<file path="config.mk">
export PLATFORM = sky130hd
export DESIGN_NAME = softmax_seq_ctrl
export DESIGN_NICKNAME = d
export VERILOG_FILES = /design/src/rtl/softmax_seq_ctrl.sv
export SDC_FILE = /design/constraint.sdc
export NUM_CORES = 1
export LEC_CHECK = 0
export ABC_CLOCK_PERIOD_IN_PS = 22000
export CORE_MARGIN = 1
export CORE_UTILIZATION = 55
export CTS_BUF_LIST = sky130_fd_sc_hd__clkbuf_8
export DETAILED_ROUTE_END_ITERATION = 8
export PLACE_DENSITY = 0.83
export SKIP_LAST_GASP = 1
export SLEW_MARGIN = 20
export SYNTH_ARGS = -nofsm -noshare
export SYNTH_HDL_FRONTEND = slang
export SYNTH_SLANG_ARGS = --single-unit
</file>
<file path="constraint.sdc">
create_clock -name clk -period 22 [get_ports clk]
set_clock_uncertainty 0.15 [all_clocks]
set_input_delay 2.2 -clock clk [delete_from_list [all_inputs] [get_ports clk]]
set_output_delay 2.2 -clock clk [all_outputs]
set_load 0.01 [all_outputs]
</file>
<file path="src/rtl/softmax_seq_ctrl.sv">
// Issue/credit sequencer for a fixed-latency softmax core: in->out LATENCY cycles, FWFT result FIFO.
// Backpressure: input credit is withheld while in-flight plus buffered vectors would exceed the FIFO.
module softmax_seq_ctrl #(
  parameter int N          = 10,
  parameter int WIDTH      = 16,
  parameter int LATENCY    = 3,
  parameter int FIFO_DEPTH = 5,
  parameter int CNT_WIDTH  = 16
) (
  input  logic                           clk,
  input  logic                           reset,
  input  logic                           enable,
  input  logic                           flush,
  input  logic                           in_valid,
  output logic                           in_ready,
  input  logic signed [N-1:0][WIDTH-1:0] in_data,
  output logic signed [N-1:0][WIDTH-1:0] core_dataIn,
  input  logic signed [N-1:0][WIDTH-1:0] core_dataOut,
  output logic                           out_valid,
  input  logic                           out_ready,
  output logic signed [N-1:0][WIDTH-1:0] out_data,
  output logic                           busy,
  output logic [CNT_WIDTH-1:0]           frame_count
);

  localparam int PW = (FIFO_DEPTH > 1) ? $clog2(FIFO_DEPTH) : 1;
  localparam int CW = $clog2(FIFO_DEPTH + 1);
  localparam int SW = $clog2(FIFO_DEPTH + LATENCY + 1);

  typedef enum logic [1:0] {IDLE, RUN, DRAIN} state_t;

  state_t                 state;
  logic [LATENCY-1:0]     shift;
  logic [N-1:0][WIDTH-1:0] mem [FIFO_DEPTH];
  logic [PW-1:0]          rd_ptr;
  logic [PW-1:0]          wr_ptr;
  logic [CW-1:0]          fifo_count;
  logic [SW-1:0]          inflight;
  logic                   credit_ok;
  logic                   accept;
  logic                   fifo_wr;
  logic                   fifo_rd;

  always_comb begin
    inflight = '0;
    for (int i = 0; i < LATENCY; i++) inflight = inflight + SW'(shift[i]);
  end

  // Conservative credit: a pop in the same cycle does not free a slot.
  assign credit_ok = (inflight + SW'(fifo_count)) < SW'(FIFO_DEPTH);
  assign in_ready  = (state == RUN) && credit_ok && !flush;
  assign accept    = in_valid && in_ready;
  assign fifo_wr   = shift[LATENCY-1];
  assign out_valid = (fifo_count != '0);
  assign fifo_rd   = out_valid && out_ready;
  assign out_data  = out_valid ? mem[rd_ptr] : '0;
  assign busy      = (state != IDLE) || out_valid;

  function automatic logic [PW-1:0] nxt(input logic [PW-1:0] p);
    return (p == PW'(FIFO_DEPTH - 1)) ? '0 : p + PW'(1);
  endfunction

  always_ff @(posedge clk) begin
    if (!reset) begin
      state       <= IDLE;
      shift       <= '0;
      rd_ptr      <= '0;
      wr_ptr      <= '0;
      fifo_count  <= '0;
      core_dataIn <= '0;
      frame_count <= '0;
    end else if (flush) begin
      state      <= IDLE;
      shift      <= '0;
      rd_ptr     <= '0;
      wr_ptr     <= '0;
      fifo_count <= '0;
    end else begin
      shift <= (shift << 1) | LATENCY'(accept);
      if (accept) core_dataIn <= in_data;
      if (fifo_wr) wr_ptr <= nxt(wr_ptr);
      if (fifo_rd) begin
        rd_ptr      <= nxt(rd_ptr);
        frame_count <= frame_count + CNT_WIDTH'(1);
      end
      fifo_count <= fifo_count + CW'(fifo_wr) - CW'(fifo_rd);
      case (state)
        IDLE:    if (enable) state <= RUN;
        RUN:     if (!enable) state <= DRAIN;
        DRAIN:   if (enable) state <= RUN;
                 else if (inflight == '0) state <= IDLE;
        default: state <= IDLE;
      endcase
    end
  end

  always_ff @(posedge clk) begin
    if (reset && !flush && fifo_wr) mem[wr_ptr] <= core_dataOut;
  end

endmodule

</file>
==> flow_summary.yaml, run 1 <==
run_status:
  outcome: "finished, final reports clean"
synth:
  syn_inst: 2227
  synth_seq_cells: 993
  synth_nets: 2565
  syn_area_um2: 38190
  synth_seq_area_share_pct: 73.02
  synth.distinct_cells: 40
  syn_area_per_cell_um2: 17.15
  ys.warnings.count: 0
global_routing:
  antenna_found_initial: 41
  grt_pass1_wl_um: 138600
  overflow: 0
  grt_pass1_vias: 23180
  grt_max_degree: 251
  grt_usage_pct: 26.70
timing:
  slew_headroom_pct: 23.40
  slew_violations: 0
  period_share_pct: 30.78
  setup_slack_ps: 15230
  final-setup-viol-count: 0
  finalSetupTns_ps: 0
  hold_viol: 0
  layout_min_cycle_time_ps: 6771
  max_freq_mhz: 147.7
  rsz0062_at_grt: "no"
  worstMarginPinSlew_ps: 1149
floorplan:
  initial_core_util_pct: 55.59
  core_area_um2: 68710
  io_pins: 665
  dieHeight_um: 265.5
  die-area_um2: 70500
  die_w_um: 265.5
  rows: 96
clock_tree:
  numCtsBuffers: 156
  root_buffer: "clkbuf_8"
  cts_setup_buffers: 0
  clk_latency_ps: 790
  htree_num_levels: 4
  clockBufferDepth: 3
  cts_tree: "done"
  post_cts_resized: 0
  clkSinkCount: 993
  ctsHoldBuffers: 0
  clk_pin_slew_ps: 60
placement:
  dp_hpwl_um: 59480
  gp_congestion: 0.8301
  place_ws_ps: 15650
  io_buffers: 664
layout:
  drive_above_1_share_pct: 12.56
  layout.nets: 3277
  seq_area_um2: 27900
  fillCellCount: 4255
  syn_to_final_growth_pct: 26.81
  multiInputGateArea_um2: 9555
routing:
  wirelength_um: 95550
  routedWlPerCell_um: 23.85
  ant_nets: 0
  drc: 0
  drt_pass1_iterations: 8
  drt_iter0_drc: 1716
  via_per_inst: 5.546
  num_vias: 22220
critical_path:
  path_class: "reg -> out"
  crit_arrival_ps: 4420
  reg2reg_from: "shift[2]"
  crit_end: "out_data[7]"
  crit_fanout: 50
  slowest_delay_ps: 760
  cp-end-kind: "primary output"
  r2r_end: "core_dataIn[156]"
  slowest_stage: "buf_4"
  reg2reg_depth: 10
  cp-start-kind: "flop"
  path_cells: "buf_4 > buf_6 > mux4_2 > mux2i_1 > nor2_1 > clkdlybuf4s50_1"
  rrSetupSlack_ps: 16710
  crit_required_ps: 19650
power:
  p_seq_share_pct: 57.2
  power_density_nw_per_um2: 73.39
  power_mw: 3.555
  pwr-share-clk_pct: 39.7
  internal_power_mw: 2.800
  p_sw_share_pct: 21.24
  p_comb_share_pct: 3.2
  p_leak_nw: 15.51
  p_sw_mw: 0.7549
  irDropWorstVdd_mv: 0.06750
min_path:
  holdPathStages: 2
  hold_path.class: "reg -> reg"
flow_run:
  cap_violations: 0
## sequential cells by signal, summed over array words and instances, names as in the netlist, named ones only
name	count
state	2
core_dataIn	160
fifo_count	3
mem	800
shift	3
rd_ptr	3
wr_ptr	3
frame_count	16
## layer usage
layer	track usage, %	wire, µm	up-vias
met1	28.39	32430	11210
met4	16.26	5051	28
met5	0	191	-
li1	-	-	9847
met2	45.25	49340	882
met3	9.785	8542	251
## layout make-up
type / count / area share (%)
Sequential cell: 993 / 57.60
Multi-Input combinational cell: 1091 / 19.73
Timing Repair Buffer: 684 / 14.26
Clock buffer: 164 / 4.661
Tap cell: 931 / 2.405
Clock inverter: 104 / 1.111
Antenna cell: 26 / 0.1343
Inverter: 13 / 0.1008
## worst max-delay path, delay by kind of cell, from the launching register on
kind	cells	cell delay, ps
buffers and inverters	3	1990
and+or+nand+nor	1	90
muxes	2	780
DFF	1	660
## stage by stage
step | hold slack (ps) | util [%] | instance area, µm² | cells
after CTS | 306.0 | 70.35 | 48330 | 3979
after global routing | 317.1 | 70.48 | 48430 | 4004
after detailed placement | 297.0 | 66.28 | 45540 | 3711
after floorplan | 316.1 | - | 38190 | 2227
final | 304.4 | 70.49 | 48430 | 4006
after global placement | 291.0 | 66.25 | 45520 | 3710
## worst min path at each step
stage,start,endpoint,slack (ps)
final,core_dataIn[16],core_dataIn[16],300
after CTS,core_dataIn[115],core_dataIn[115],310
after floorplan,shift[1],shift[2],320
after global routing,core_dataIn[102],core_dataIn[102],320
after global placement,core_dataIn[115],core_dataIn[115],290
after detailed placement,core_dataIn[115],core_dataIn[115],300
## cell usage in the layout, fill, tap and decap left out, types with 26 or more instances in the layout
cell             Yosys  final
dfxtp_1            193    190
mux2i_1            327    327
inv_1               13     73
edfxtp_1           800    800
diode_2              0     26
clkbuf_8             0    164
nand2_1            340    340
clkdlybuf4s50_1      0    663
nor2_1             171    169
mux4_2             160    160
## synthesized netlist by cell type
| master | n | area share (%) |
|---|---|---|
| edfxtp_1 | 800 | 63 |
| nand2_1 | 340 | 3.3 |
| mux2i_1 | 327 | 8.6 |
| dfxtp_1 | 193 | 10 |
| nor2_1 | 171 | 1.7 |
| mux4_2 | 160 | 9.4 |
| clkbuf_1 | 52 | 0.51 |
| buf_2 | 41 | 0.54 |
| buf_6 | 20 | 0.59 |
| inv_1 | 13 | 0.13 |
| and2_1 | 10 | 0.16 |
| nand2b_1 | 10 | 0.16 |
| buf_4 | 9 | 0.18 |
| ha_1 | 9 | 0.29 |
| a21oi_1 | 7 | 0.092 |
| buf_1 | 7 | 0.069 |
| xor2_1 | 7 | 0.16 |
| and3_1 | 5 | 0.082 |
| nand3_1 | 5 | 0.066 |
| o21ai_0 | 4 | 0.052 |
| fa_1 | 3 | 0.16 |
| nor2b_1 | 3 | 0.049 |
| nor3_1 | 3 | 0.039 |
| nor3b_1 | 3 | 0.059 |
| xnor2_1 | 3 | 0.069 |
| a21boi_0 | 2 | 0.039 |
| and4_1 | 2 | 0.046 |
| nand3b_1 | 2 | 0.039 |
| nand4_1 | 2 | 0.033 |
| nor4_2 | 2 | 0.066 |
| nor4b_1 | 2 | 0.046 |
| or3_1 | 2 | 0.033 |
| a211oi_1 | 1 | 0.020 |
| a21o_1 | 1 | 0.020 |
| buf_8 | 1 | 0.039 |
| nand4b_1 | 1 | 0.023 |
| nor3_4 | 1 | 0.043 |
| nor4_1 | 1 | 0.016 |
| o21ai_1 | 1 | 0.013 |
| o31ai_1 | 1 | 0.020 |
## cells by family (layout without fill, tap and decap cells)
logic type / count (synthesis) / in the layout / synth area share (%)
and+or+nand+nor: 565 / 565 / 5.989
buffers and inverters: 143 / 965 / 2.051
other: 0 / 26 / 0
AOI/OAI and AO/OA: 17 / 17 / 0.2555
xor gates and xnor gates: 10 / 10 / 0.2293
DFF: 993 / 993 / 73.02
muxes: 487 / 487 / 18.01
adders and majority gates: 12 / 12 / 0.4521
## power by group through the flow
stage / combinational [mW] / clock, mW / sequential (mW)
finish: 0.113 / 1.41 / 2.03
floorplan: 0.0231 / 0 / 2.07
CTS: 0.112 / 1.44 / 2.03
global placement: 0.107 / 0 / 2.07
global route: 0.120 / 1.51 / 2.03
detailed placement: 0.112 / 0 / 2.07
Note: power is estimated with default switching activity, not from simulation.
==> inputs of run 2 (changes only) <==
--- a/config.mk
+++ b/config.mk
@@ -5,7 +5,7 @@
 export SDC_FILE = /design/constraint.sdc
 export NUM_CORES = 1
 export LEC_CHECK = 0
-export ABC_CLOCK_PERIOD_IN_PS = 22000
+export ABC_CLOCK_PERIOD_IN_PS = 7000
 export CORE_MARGIN = 1
 export CORE_UTILIZATION = 55
 export CTS_BUF_LIST = sky130_fd_sc_hd__clkbuf_8
==> constraint.sdc (replaced) <==
create_clock -name clk -period 7 [get_ports clk]
set_clock_uncertainty 0.15 [all_clocks]
set_input_delay 0.7 -clock clk [delete_from_list [all_inputs] [get_ports clk]]
set_output_delay 0.7 -clock clk [all_outputs]
set_load 0.01 [all_outputs]
==> flow_summary.yaml, run 2 (synthesis gave the netlist of run 1 again) <==
min_path:
  holdPathEnd: "core_dataIn[88]"
  hold_path.class: "reg -> reg"
  holdPathStages: 2
  min-delay-start: "core_dataIn[88]"
timing:
  period_share_pct: 65.88
  hold_viol: 0
  worstMarginPinSlew_ps: 1008
  max_freq_mhz: 216.9
  final-setup-viol-count: 0
  setup_slack_ps: 2389
  slew_violations: 0
  layout_min_cycle_time_ps: 4611
  slew_headroom_pct: 32.82
  finalSetupTns_ps: 0
  rsz0062_at_grt: "no"
layout:
  layout.nets: 3282
  layout.cells.most_common: "edfxtp_1"
  largest_reg_flops: 800
  fillCellCount: 4283
  reg_top3: "mem: 800 flops, core_dataIn: 160 flops, frame_count: 16 flops"
  design_area_um2: 48650
  regMostFlops: "mem"
  syn_to_final_growth_pct: 27.38
  drive_above_1_share_pct: 12.94
  layout_common_cells: "800 x edfxtp_1, 663 x clkdlybuf4s50_1, 340 x nand2_1"
global_routing:
  grt_pass1_vias: 22870
  overflow: 0
  grt_max_degree: 214
  grt_usage_pct: 26.25
  grt_pass1_wl_um: 136500
  antenna_found_initial: 42
clock_tree:
  cts_tree: "done"
  ctsHoldBuffers: 0
  clkSinkCount: 993
  cts_setup_buffers: 0
  clockBufferDepth: 3
  htree_num_levels: 4
  root_buffer: "clkbuf_8"
  post_cts_resized: 0
  clk_latency_ps: 780
  numCtsBuffers: 157
  clk_pin_slew_ps: 60
routing:
  wirelength_um: 93980
  via_per_inst: 5.495
  ant_nets: 0
  drc: 0
  drt_pass1_iterations: 7
  drt_iter0_drc: 1525
  routedWlPerCell_um: 23.39
  num_vias: 22080
floorplan:
  rows: 96
  die-area_um2: 70500
  dieHeight_um: 265.5
  initial_core_util_pct: 55.59
  die_w_um: 265.5
  io_pins: 665
  core_area_um2: 68710
placement:
  placedInstanceArea_um2: 45620
  dp_hpwl_um: 58530
  gp_congestion: 0.8408
  io_buffers: 664
  place_ws_ps: 2994
critical_path:
  cpLargestDelayFamily: "buffers and inverters"
  slowest_stage: "dfxtp_4"
  reg2reg_from: "shift[2]"
  reg2reg_depth: 9
  rrSetupSlack_ps: 3330
  slowest_delay_ps: 940
  path_cells: "buf_12 > mux4_2 > mux2i_1 > nor2_1 > clkdlybuf4s50_1"
  crit_arrival_ps: 3760
  crit_required_ps: 6150
  cp-start-kind: "flop"
  cp-end-kind: "primary output"
  crit_buf_inv: 2
  crit_fanout: 68
  path_class: "reg -> out"
  r2r_end: "core_dataIn[54]"
power:
  irDropWorstVdd_mv: 0.1795
  power_density_nw_per_um2: 231.9
  p_leak_nw: 15.65
  power_mw: 11.28
flow_run:
  cap_violations: 0
run_status:
  outcome: "finished, final reports clean"
run 2: cell types whose count changed in the layout (fill, tap and decap cells not counted), sizes merged:
cell / delta
clkbuf: +9
clkinvlp: -6
inv: +6
buf: +4
clkinv: -1
run 2: worst max path at each step:
stage                     startpoint       endpoint  slack, ps  depth (start not counted)
after global routing            flop    out_data[0]       2060                          5
after detailed placement       reset     mem[0][68]       2990                          5
final                           flop  out_data[115]       2390                          5
after global placement          flop   out_data[78]       3050                          5
after floorplan                flush      mem[1][0]      -1670                          4
after CTS                       flop    out_data[2]       2200                          5
run 2: report_power, final:
group | switching [mW] | internal (mW) | total (mW)
logic | 0.147 | 0.206 | 0.353
clock network | 2.22 | 2.32 | 4.54
registers | 0.00680 | 6.38 | 6.39
run 2: per-stage QoR:
stage               util, %  std cells  hold slack, ps
global placement      66.40       3714           290.6
detailed placement    66.40       3714           296.0
finish                70.80       4018           305.0
floorplan                 -       2227           316.1
global route          70.79       4015           265.6
CTS                   70.63       3990           230.8
run 2: layout make-up:
type                       count  area, µm²  share of cell area (%)
sequential                   993      27900                   57.35
clock inverter               103      528.0                   1.085
multi-input combinational   1091       9564                   19.66
tap                          931       1165                   2.395
clock buffer                 173       2381                   4.895
timing repair buffer         688       6997                   14.38
antenna                       26      65.06                  0.1337
inverter                      13      48.80                  0.1003
run 2: worst reg2reg max path: stages (launching register included):
cell	delay (ps)
dfxtp_1	420
fa_1	590
ha_1	200
inv_1	70
fa_1	510
inv_1	50
o21ai_1	150
and4_4	330
buf_4	790
mux2i_1	350
run 2: routing by layer:
metal | GRT usage (%) | up-vias | routed length [µm]
li1 | - | 9864 | -
met1 | 29.40 | 11070 | 32670
met2 | 44.35 | 905 | 48880
met3 | 8.934 | 216 | 8423
met4 | 13.94 | 22 | 3862
met5 | 0 | - | 141
